<file path="src/rtl/ddram_arbiter_if.sv">
// Purpose: one DDRAM-style port: command/write-beat request side plus read return side.
// Latency: wires only, no storage.
// Backpressure: BUSY from the slave side stalls RD/WE; masters hold ADDR/DIN/BE/BURSTCNT while BUSY=1.
// Ports: ADDR, DIN, BE, BURSTCNT, RD, WE travel master->slave; BUSY, DOUT, DOUT_READY travel slave->master.
interface ddram_arbiter_if #(
   parameter int ADDRBITS = 24
);
   logic [ADDRBITS:0] ADDR;
   logic [63:0]       DIN;
   logic [7:0]        BE;
   logic [7:0]        BURSTCNT;
   logic              RD;
   logic              WE;
   logic              BUSY;
   logic [63:0]       DOUT;
   logic              DOUT_READY;

   modport master (
      output ADDR, DIN, BE, BURSTCNT, RD, WE,
      input  BUSY, DOUT, DOUT_READY
   );

   modport slave (
      input  ADDR, DIN, BE, BURSTCNT, RD, WE,
      output BUSY, DOUT, DOUT_READY
   );
endinterface

</file>
<file path="src/rtl/ddram_arbiter.sv">
// Purpose: two-master (m0 = L2 cache, m1 = video scanout/DMA) to one-slave DDR3 arbiter, whole-burst grants.
// Latency: 1 cycle arbitration before the command reaches DDR; read return path is combinational (0 cycles).
// Backpressure: owner sees DDRAM_BUSY on its BUSY during GRANT/WDATA; every other cycle both BUSY are held at 1.
// Ports: CLK, RESET_N (synchronous, active low); m0, m1 = slave modports facing the masters;
//        ddram = master modport facing the DDR controller.
// Option: define DDRAM_ARB_RR_EN for round-robin on ties; default is fixed priority, m1 over m0.
module ddram_arbiter #(
   parameter int ADDRBITS = 24,
   parameter int MAXBURST = 128
) (
   input  logic             CLK,
   input  logic             RESET_N,
   ddram_arbiter_if.slave   m0,
   ddram_arbiter_if.slave   m1,
   ddram_arbiter_if.master  ddram
);

   typedef enum logic [1:0] {IDLE, GRANT, WDATA, RDATA} state_t;

   state_t            state, state_nxt;
   logic              owner, owner_nxt;
   logic [7:0]        beats_left, beats_nxt;

   logic [ADDRBITS:0] own_addr;
   logic [63:0]       own_din;
   logic [7:0]        own_be;
   logic [7:0]        own_bc;
   logic [7:0]        own_bc_clamped;
   logic              own_rd, own_we;
   logic              own_busy, own_dready;
   logic              m0_req, m1_req, any_req, winner;

   // BURSTCNT of 0 means a single beat; oversize bursts are limited to MAXBURST.
   function automatic logic [7:0] clamp_bc(input logic [7:0] bc);
      if (bc == 8'd0)
         return 8'd1;
      if (int'(bc) > MAXBURST)
         return 8'(MAXBURST);
      return bc;
   endfunction

   assign m0_req  = m0.RD | m0.WE;
   assign m1_req  = m1.RD | m1.WE;
   assign any_req = m0_req | m1_req;

`ifdef DDRAM_ARB_RR_EN
   // Holds the most recent grant; a tie goes to the other master.
   logic last_owner;

   assign winner = (m0_req && m1_req) ? ~last_owner : m1_req;

   always_ff @(posedge CLK) begin
      if (!RESET_N)
         last_owner <= 1'b1;
      else if (state == IDLE && any_req)
         last_owner <= winner;
   end
`else
   assign winner = m1_req;
`endif

   always_ff @(posedge CLK) begin
      if (!RESET_N) begin
         state      <= IDLE;
         owner      <= 1'b0;
         beats_left <= 8'd0;
      end else begin
         state      <= state_nxt;
         owner      <= owner_nxt;
         beats_left <= beats_nxt;
      end
   end

   always_comb begin
      own_addr       = owner ? m1.ADDR     : m0.ADDR;
      own_din        = owner ? m1.DIN      : m0.DIN;
      own_be         = owner ? m1.BE       : m0.BE;
      own_bc         = owner ? m1.BURSTCNT : m0.BURSTCNT;
      own_rd         = owner ? m1.RD       : m0.RD;
      own_we         = owner ? m1.WE       : m0.WE;
      own_bc_clamped = clamp_bc(own_bc);

      ddram.ADDR     = own_addr;
      ddram.DIN      = own_din;
      ddram.BE       = own_be;
      ddram.BURSTCNT = own_bc;
      ddram.RD       = 1'b0;
      ddram.WE       = 1'b0;
      own_busy       = 1'b1;
      own_dready     = 1'b0;
      state_nxt      = state;
      owner_nxt      = owner;
      beats_nxt      = beats_left;

      case (state)
         IDLE: begin
            if (any_req) begin
               owner_nxt = winner;
               state_nxt = GRANT;
            end
         end
         GRANT: begin
            // A simultaneous RD and WE issues the read; the write waits for a later grant.
            ddram.RD = own_rd;
            ddram.WE = own_we & ~own_rd;
            own_busy = ddram.BUSY;
            if (own_rd && !ddram.BUSY) begin
               beats_nxt = own_bc_clamped;
               state_nxt = RDATA;
            end else if (own_we && !ddram.BUSY) begin
               beats_nxt = own_bc_clamped - 8'd1;
               state_nxt = (own_bc_clamped == 8'd1) ? IDLE : WDATA;
            end
         end
         WDATA: begin
            ddram.WE = own_we;
            own_busy = ddram.BUSY;
            if (own_we && !ddram.BUSY) begin
               if (beats_left != 8'd0)
                  beats_nxt = beats_left - 8'd1;
               if (beats_left <= 8'd1)
                  state_nxt = IDLE;
            end
         end
         RDATA: begin
            own_dready = ddram.DOUT_READY;
            if (ddram.DOUT_READY) begin
               if (beats_left != 8'd0)
                  beats_nxt = beats_left - 8'd1;
               if (beats_left <= 8'd1)
                  state_nxt = IDLE;
            end
         end
         default: state_nxt = IDLE;
      endcase

      // While reset is held nothing may be issued or returned, whatever the state register holds.
      if (!RESET_N) begin
         ddram.RD   = 1'b0;
         ddram.WE   = 1'b0;
         own_busy   = 1'b1;
         own_dready = 1'b0;
      end

      m0.BUSY       = owner ? 1'b1 : own_busy;
      m1.BUSY       = owner ? own_busy : 1'b1;
      m0.DOUT_READY = ~owner & own_dready;
      m1.DOUT_READY = owner & own_dready;
      m0.DOUT       = ddram.DOUT;
      m1.DOUT       = ddram.DOUT;
   end

endmodule

</file>
<file path="src/flat_wrapper.sv">
// flat-port wrapper written by rule: the top's interface ports become plain ports
module ddram_arbiter_flat 
#(
   parameter int ADDRBITS = 24,
   parameter int MAXBURST = 128
)
  (CLK, RESET_N, m0_ADDR, m0_DIN, m0_BE, m0_BURSTCNT, m0_RD, m0_WE, m0_BUSY, m0_DOUT, m0_DOUT_READY, m1_ADDR, m1_DIN, m1_BE, m1_BURSTCNT, m1_RD, m1_WE, m1_BUSY, m1_DOUT, m1_DOUT_READY, ddram_ADDR, ddram_DIN, ddram_BE, ddram_BURSTCNT, ddram_RD, ddram_WE, ddram_BUSY, ddram_DOUT, ddram_DOUT_READY);
  ddram_arbiter_if #(.ADDRBITS(ADDRBITS)) m0_i ();
  ddram_arbiter_if #(.ADDRBITS(ADDRBITS)) m1_i ();
  ddram_arbiter_if #(.ADDRBITS(ADDRBITS)) ddram_i ();
  input  logic CLK;
  input  logic RESET_N;
  input wire logic [$bits(m0_i.ADDR)-1:0] m0_ADDR;
  input wire logic [$bits(m0_i.DIN)-1:0] m0_DIN;
  input wire logic [$bits(m0_i.BE)-1:0] m0_BE;
  input wire logic [$bits(m0_i.BURSTCNT)-1:0] m0_BURSTCNT;
  input wire logic [$bits(m0_i.RD)-1:0] m0_RD;
  input wire logic [$bits(m0_i.WE)-1:0] m0_WE;
  output wire logic [$bits(m0_i.BUSY)-1:0] m0_BUSY;
  output wire logic [$bits(m0_i.DOUT)-1:0] m0_DOUT;
  output wire logic [$bits(m0_i.DOUT_READY)-1:0] m0_DOUT_READY;
  input wire logic [$bits(m1_i.ADDR)-1:0] m1_ADDR;
  input wire logic [$bits(m1_i.DIN)-1:0] m1_DIN;
  input wire logic [$bits(m1_i.BE)-1:0] m1_BE;
  input wire logic [$bits(m1_i.BURSTCNT)-1:0] m1_BURSTCNT;
  input wire logic [$bits(m1_i.RD)-1:0] m1_RD;
  input wire logic [$bits(m1_i.WE)-1:0] m1_WE;
  output wire logic [$bits(m1_i.BUSY)-1:0] m1_BUSY;
  output wire logic [$bits(m1_i.DOUT)-1:0] m1_DOUT;
  output wire logic [$bits(m1_i.DOUT_READY)-1:0] m1_DOUT_READY;
  output wire logic [$bits(ddram_i.ADDR)-1:0] ddram_ADDR;
  output wire logic [$bits(ddram_i.DIN)-1:0] ddram_DIN;
  output wire logic [$bits(ddram_i.BE)-1:0] ddram_BE;
  output wire logic [$bits(ddram_i.BURSTCNT)-1:0] ddram_BURSTCNT;
  output wire logic [$bits(ddram_i.RD)-1:0] ddram_RD;
  output wire logic [$bits(ddram_i.WE)-1:0] ddram_WE;
  input wire logic [$bits(ddram_i.BUSY)-1:0] ddram_BUSY;
  input wire logic [$bits(ddram_i.DOUT)-1:0] ddram_DOUT;
  input wire logic [$bits(ddram_i.DOUT_READY)-1:0] ddram_DOUT_READY;
  assign m0_i.ADDR = m0_ADDR;
  assign m0_i.DIN = m0_DIN;
  assign m0_i.BE = m0_BE;
  assign m0_i.BURSTCNT = m0_BURSTCNT;
  assign m0_i.RD = m0_RD;
  assign m0_i.WE = m0_WE;
  assign m0_BUSY = m0_i.BUSY;
  assign m0_DOUT = m0_i.DOUT;
  assign m0_DOUT_READY = m0_i.DOUT_READY;
  assign m1_i.ADDR = m1_ADDR;
  assign m1_i.DIN = m1_DIN;
  assign m1_i.BE = m1_BE;
  assign m1_i.BURSTCNT = m1_BURSTCNT;
  assign m1_i.RD = m1_RD;
  assign m1_i.WE = m1_WE;
  assign m1_BUSY = m1_i.BUSY;
  assign m1_DOUT = m1_i.DOUT;
  assign m1_DOUT_READY = m1_i.DOUT_READY;
  assign ddram_ADDR = ddram_i.ADDR;
  assign ddram_DIN = ddram_i.DIN;
  assign ddram_BE = ddram_i.BE;
  assign ddram_BURSTCNT = ddram_i.BURSTCNT;
  assign ddram_RD = ddram_i.RD;
  assign ddram_WE = ddram_i.WE;
  assign ddram_i.BUSY = ddram_BUSY;
  assign ddram_i.DOUT = ddram_DOUT;
  assign ddram_i.DOUT_READY = ddram_DOUT_READY;
  ddram_arbiter #(.ADDRBITS(ADDRBITS), .MAXBURST(MAXBURST)) u_core (.CLK(CLK), .RESET_N(RESET_N), .m0(m0_i), .m1(m1_i), .ddram(ddram_i));
endmodule
</file>
<file path="config.mk">
export PLATFORM = sky130hd
export DESIGN_NAME = ddram_arbiter_flat
export DESIGN_NICKNAME = d
export VERILOG_FILES = /design/src/rtl/ddram_arbiter_if.sv /design/src/rtl/ddram_arbiter.sv /design/src/flat_wrapper.sv
export SDC_FILE = /design/constraint.sdc
export NUM_CORES = 1
export LEC_CHECK = 0
export BUFFER_PORTS_ARGS = -buffer_cell sky130_fd_sc_hd__buf_2
export CAP_MARGIN = 10
export CELL_PAD_IN_SITES_DETAIL_PLACEMENT = 0
export CELL_PAD_IN_SITES_GLOBAL_PLACEMENT = 1
export CORE_AREA = 2 2 200 202
export CTS_BUF_LIST = sky130_fd_sc_hd__clkbuf_8
export CTS_CLUSTER_DIAMETER = 150
export DETAILED_ROUTE_END_ITERATION = 12
export DIE_AREA = 0 0 202 204
export GPL_TIMING_DRIVEN = 0
export PLACE_DENSITY_LB_ADDON = 0.1
export SYNTH_ARGS = -nofsm -noshare
export SYNTH_HDL_FRONTEND = slang
export SYNTH_SLANG_ARGS = --single-unit
</file>
<file path="constraint.sdc">
create_clock -name CLK -period 4.9 [get_ports CLK]
set_input_delay 0.245 -clock CLK [delete_from_list [all_inputs] [get_ports CLK]]
set_output_delay 0.245 -clock CLK [all_outputs]
set_load 0.1 [all_outputs]
</file>
# --- Yosys cells after proc, flatten, opt, wreduce, memory -nomap -nowiden ---
# Index checks and enable logic that the tools add are counted.
word_totals:
  reg_bits: 11
  latchBits: 0
  mem_bits_rw: 0
  mem_bits_ro: 0
  inputBits: 282
  out_inout_bits: 239
  word_cells: 71
  n_memories: 0
classes:
  addsub: 2
  mul: 0
  div: 0
  n_lt_le_gt_ge: 2
  eq_ne: 8
  shifts: 0
  mux: 37
  bitwise: 8
  n_reduce_logical: 11
ops:
  columns: ["cell", "count"]
  rows:
  - ["$mux W8", 11]
  - ["$mux W64", 1]
  - ["$mux W25", 1]
  - ["$pmux W8 S3", 1]
  - ["$sub A8 B1 Y8 const B", 2]
  - ["$mux W1", 14]
  - ["$mux W2", 7]
  - ["$eq A8 B1 Y1 const B", 1]
  - ["$gt A8 B8 Y1 const B", 1]
  - ["$le A8 B1 Y1 const B", 1]
  - ["$logic_not A8 Y1", 1]
  - ["$pmux W2 S4", 1]
  - ["$reduce_and A4 Y1", 2]
  - ["$reduce_bool A8 Y1", 1]
  - ["$eq A2 B2 Y1 const B", 2]
  - ["$ne A2 B1 Y1 const B", 2]
  - ["$and A1 B1 Y1", 3]
  - ["$ne A3 B1 Y1 const B", 1]
  - ["$or A1 B1 Y1", 3]
  - ["$reduce_bool A3 Y1", 1]
  - ["$eq A2 B1 Y1 const B", 1]
  - ["$logic_and A1 B1 Y1", 2]
  - ["$logic_not A2 Y1", 1]
  - ["$ne A2 B2 Y1 const B", 1]
  - ["other kinds (5)", 6]

# --- Logic depth before layout (Yosys ltp) ---
logic_depth:
  depth_word: 11
  depth_mapped: 11
  depth_no_buf: 10

# --- Worst setup path after synthesis ---
# No wires, ideal clock.
synth_path:
  kind: "reg-to-output"
  startpoint: "register u_core.owner"
  endpoint: "output port ddram_WE"
  arrival_time_ns: 2.908
  required_ns: 4.655
  path_slack_ns: 1.747
  stages_incl_launch_ff: 5
  n_path_buf: 1
  cell_sequence: "dfxtp_1 buf_4 mux2i_4 a21oi_1 nor3_1"
synth_via:
  elab_chain_cells: 5
synth_lines:
  columns: ["element", "line", "text"]
  rows:
  - ["from (decl)", "ddram_arbiter.sv:21", "logic owner, owner_nxt;"]
  - ["from (signal assigned)", "ddram_arbiter.sv:69", "owner <= owner_nxt;"]
  - ["$mux W1", "ddram_arbiter.sv:79", "own_rd = owner ? m1.RD : m0.RD;"]
  - ["$not A1 Y1", "ddram_arbiter.sv:105", "ddram.WE = own_we & ~own_rd;"]
  - ["$and A1 B1 Y1", "ddram_arbiter.sv:105", null]
  - ["$pmux W1 S2 (*)", "ddram_arbiter.sv:95", "case (state)"]
  - ["$mux W1 (*)", "ddram_arbiter.sv:138", "if (!RESET_N) begin"]
  - ["to (decl)", "flat_wrapper.sv:36", "output wire logic [$bits(ddram_i.WE)-1:0] ddram_WE;"]
# Every way passes the cells marked *; elsewhere a longest branch is shown, timed or not.

# --- Final worst setup path ---
layout_path:
  startpoint: "register u_core.owner"
  endpoint: "output port ddram_ADDR[17]"
layout_via:
  elab_chain_cells: 1
layout_lines:
  columns: ["element", "line", "text"]
  rows:
  - ["$mux W25", "ddram_arbiter.sv:75", "own_addr = owner ? m1.ADDR : m0.ADDR;"]
  - ["to (decl)", "flat_wrapper.sv:31", "output wire logic [$bits(ddram_i.ADDR)-1:0] ddram_ADDR;"]
# Every way passes these cells.

==> impl_results.md <==
* Worst slew margin at 39.07%
* Worst Clk Skew at 0.005752 ns
* Synth unique cells at 54
* Die Span Y at 204 um
* Met1 Track Usage GR at 13.52%
* Setup CP Type: flip-flop to output port
* TritonRoute pass-1 iters at 4
* Via density at 3.254
* DR iter-0 viols at 137
* TritonCTS clock tree: done
* Fin. max-slew vios at 0
* Total wire length at 25.63 mm
* First-pass GRT wire length at 34.11 mm
* Cts repair resizes at 0
* FILL cells at 4,638
* Top FF cell, synth: dfxtp_1
* Clock-pin slew on the worst setup and hold paths at 0.06 ns
* Synth top area share at 33.47%
* Post-synth top cells: 130 x buf_4, 101 x mux2_2, 16 x nand2_1, 16 x nor2_1, 14 x a21oi_1
* Worst path arrival time at 2.62 ns
* Slew @ Worst Pin at 0.9044 ns
* Critical Path Fanout Max at 10
* Critical Path, Cell by Cell: buf_4 > buf_4 > clkbuf_1 > buf_2 > mux2_2 > buf_2
* Vias at 4,526
* Met3 usage at 4.448%
* Clock root buffer: clkbuf_8
* Clk Latency, worst-skew pair at 0.24 ns
* Setup Viol. Count Final at 0
* Post-CTS Hold Buffers at 0
* Peak Freq at 0.3490 GHz
* Post-synth EDFFs at 0
* Fin nets at 1,154
* Most numerous cell in the Yosys netlist: buf_4
* Seq/Total Area, Yosys at 6.480%
* Hpwl dp at 24.09 mm
* Post-Syn Area at 3398 sq um
* WL per Instance at 18.43 um
* Outcome: finished, final reports clean
* Critical Path Start Type: flip-flop
* Yosys reg bits at 11
* Gate Count Post-Synth at 402
* Slowest library cell on the worst path: clkbuf_1
* # clock sinks at 11
* Initial antenna violation count at 14
* # IOs at 521
* Met2 usage at 20.52%
* ANT nets after route at 0
* CP top delay family: buffers and inverters
* GRT overflow at 0
* GPL Wtd Cong at 0.7904
* Largest stage delay, worst path at 0.54 ns
* Final worst path period share at 58.47%
* Final Critical Period at 2.865 ns
* Class of the worst hold path: input pin to flip-flop
* Fin. Hold Viols at 0
* Num CTS Buffers at 3
* Core ar. at 39,180 sq um
* Pwr per Cell Area at 528.3 nW/um^2
* Starting Density at 8.673%
* Area delta synth->final at 88.11%
* Post-synth ARST share at 0%
* Final Hold Slack at 0.2985 ns
* DRC Markers at 0
* Worst vdd ir at 0.1851 mV
* Die width at 202 um
* Avg Cell Area, Syn at 8.453 sq um
* Synth area leader: mux2_2
* Max-cap viol count at 0
* Max clock buf depth at 2
* Setup crit end kind: output port
* Row count at 73
* DIE AREA at 41,210 sq um
* Leak at 3.333 nW
* Total negative slack at 0 ns
* # H-tree levels at 1
* GRT busiest layer: met2
* Worst Path Required at 4.66 ns
* Setup Buffers After CTS at 0
* Syn_nets at 693
* Pin count of the biggest net entering global routing at 11
* Layout cell share with drive strength beyond 1 at 83.18%
* Unrepaired setup endpoints after global routing: no
* Worst Path Buf+Inv at 5
* Vias in the first global route at 4,506
* GRT Overall Usage at 11.65%
* Main area contributors after synthesis: mux2_2 33%, buf_4 29%, dfxtp_1 6.5%
* YS warnings at 0
* Port Buffer Count at 456
power by group:
part           internal [mW]  switching [mW]  total [mW]  leakage, nW
combinational          0.703            2.41        3.11         3.22
sequential             0.128          0.0448       0.172       0.0905
clock                 0.0553          0.0407      0.0961       0.0269
total                  0.886            2.49        3.38         3.33
registers in the layout, indices dropped and copies added (netlist names):
signal / count
u_core.state: 2
u_core.owner: 1
u_core.beats_left: 8
path summary, 6_finish.rpt:
path	startpoint	to	slack, ns	cells past startpoint
worst max-delay path	u_core.owner$_SDFFE_PN0P_	ddram_ADDR[17]	2.04	6
worst min-delay path	RESET_N	u_core.beats_left[4]$_SDFFE_PN0P_	0.30	3
worst max register to register	u_core.owner$_SDFFE_PN0P_	u_core.beats_left[4]$_SDFFE_PN0P_	2.22	9
worst min register to register	u_core.state[1]$_SDFFE_PN0P_	u_core.state[1]$_SDFFE_PN0P_	0.51	2
layout by cell type (no fill, tap or decap), types with 6 or more instances in the layout:
cell	netlist	final
nor3_1	9	9
dfxtp_1	11	11
buf_2	9	465
ha_1	9	9
mux2_2	101	101
buf_4	130	130
nand2_1	16	16
o21ai_0	8	8
inv_1	11	12
nor2_1	16	16
mux2i_1	6	6
a21oi_1	14	14
metal layers:
metal / vias up / wire [um]
li1: 2216 / -
met1: 2043 / 10110
met2: 241 / 12850
met3: 18 / 2431
met4: 8 / 193
met5: - / 53
tightest hold or removal path, stage by stage:
cell     delay [ns]
buf_2          0.10
nand2_1        0.08
o31ai_1        0.07
area by class of cell:
type | count | area, sq um | share of cell area [%]
diodes | 4 | 10.01 | 0.1566
plain buffers | 143 | 1037 | 16.23
clock buffers | 3 | 41.29 | 0.6459
clock inverters | 1 | 3.754 | 0.05872
inverters | 12 | 45.04 | 0.7046
multi-input cells | 236 | 2096 | 32.79
flip-flops and latches | 11 | 220.2 | 3.445
well taps | 525 | 656.9 | 10.28
repair buffers | 456 | 2282 | 35.70
logic make-up after synthesis:
group                      share of synthesized area [%]
AOI/OAI and AO/OA                                  10.12
xor gates and xnor gates                          0.7733
adders and majority gates                          3.314
buffers and inverters                              31.85
DFF                                                6.480
muxes                                              36.30
and+or+nand+nor                                    11.16
stage by stage:
stage	std cells	power (mW)	area, sq um	setup WS [ns]	utilization, %
2_1_floorplan	402	2.763	3398	1.747	-
3_3_place_gp	1383	3.344	6337	2.157	16.17
3_5_place_dp	1383	3.318	6337	2.115	16.17
4_1_cts	1387	3.422	6382	1.849	16.29
5_1_grt	1390	3.544	6390	1.760	16.31
6_report	1391	3.377	6392	2.035	16.31
Note: power is estimated with default switching activity, not from simulation.
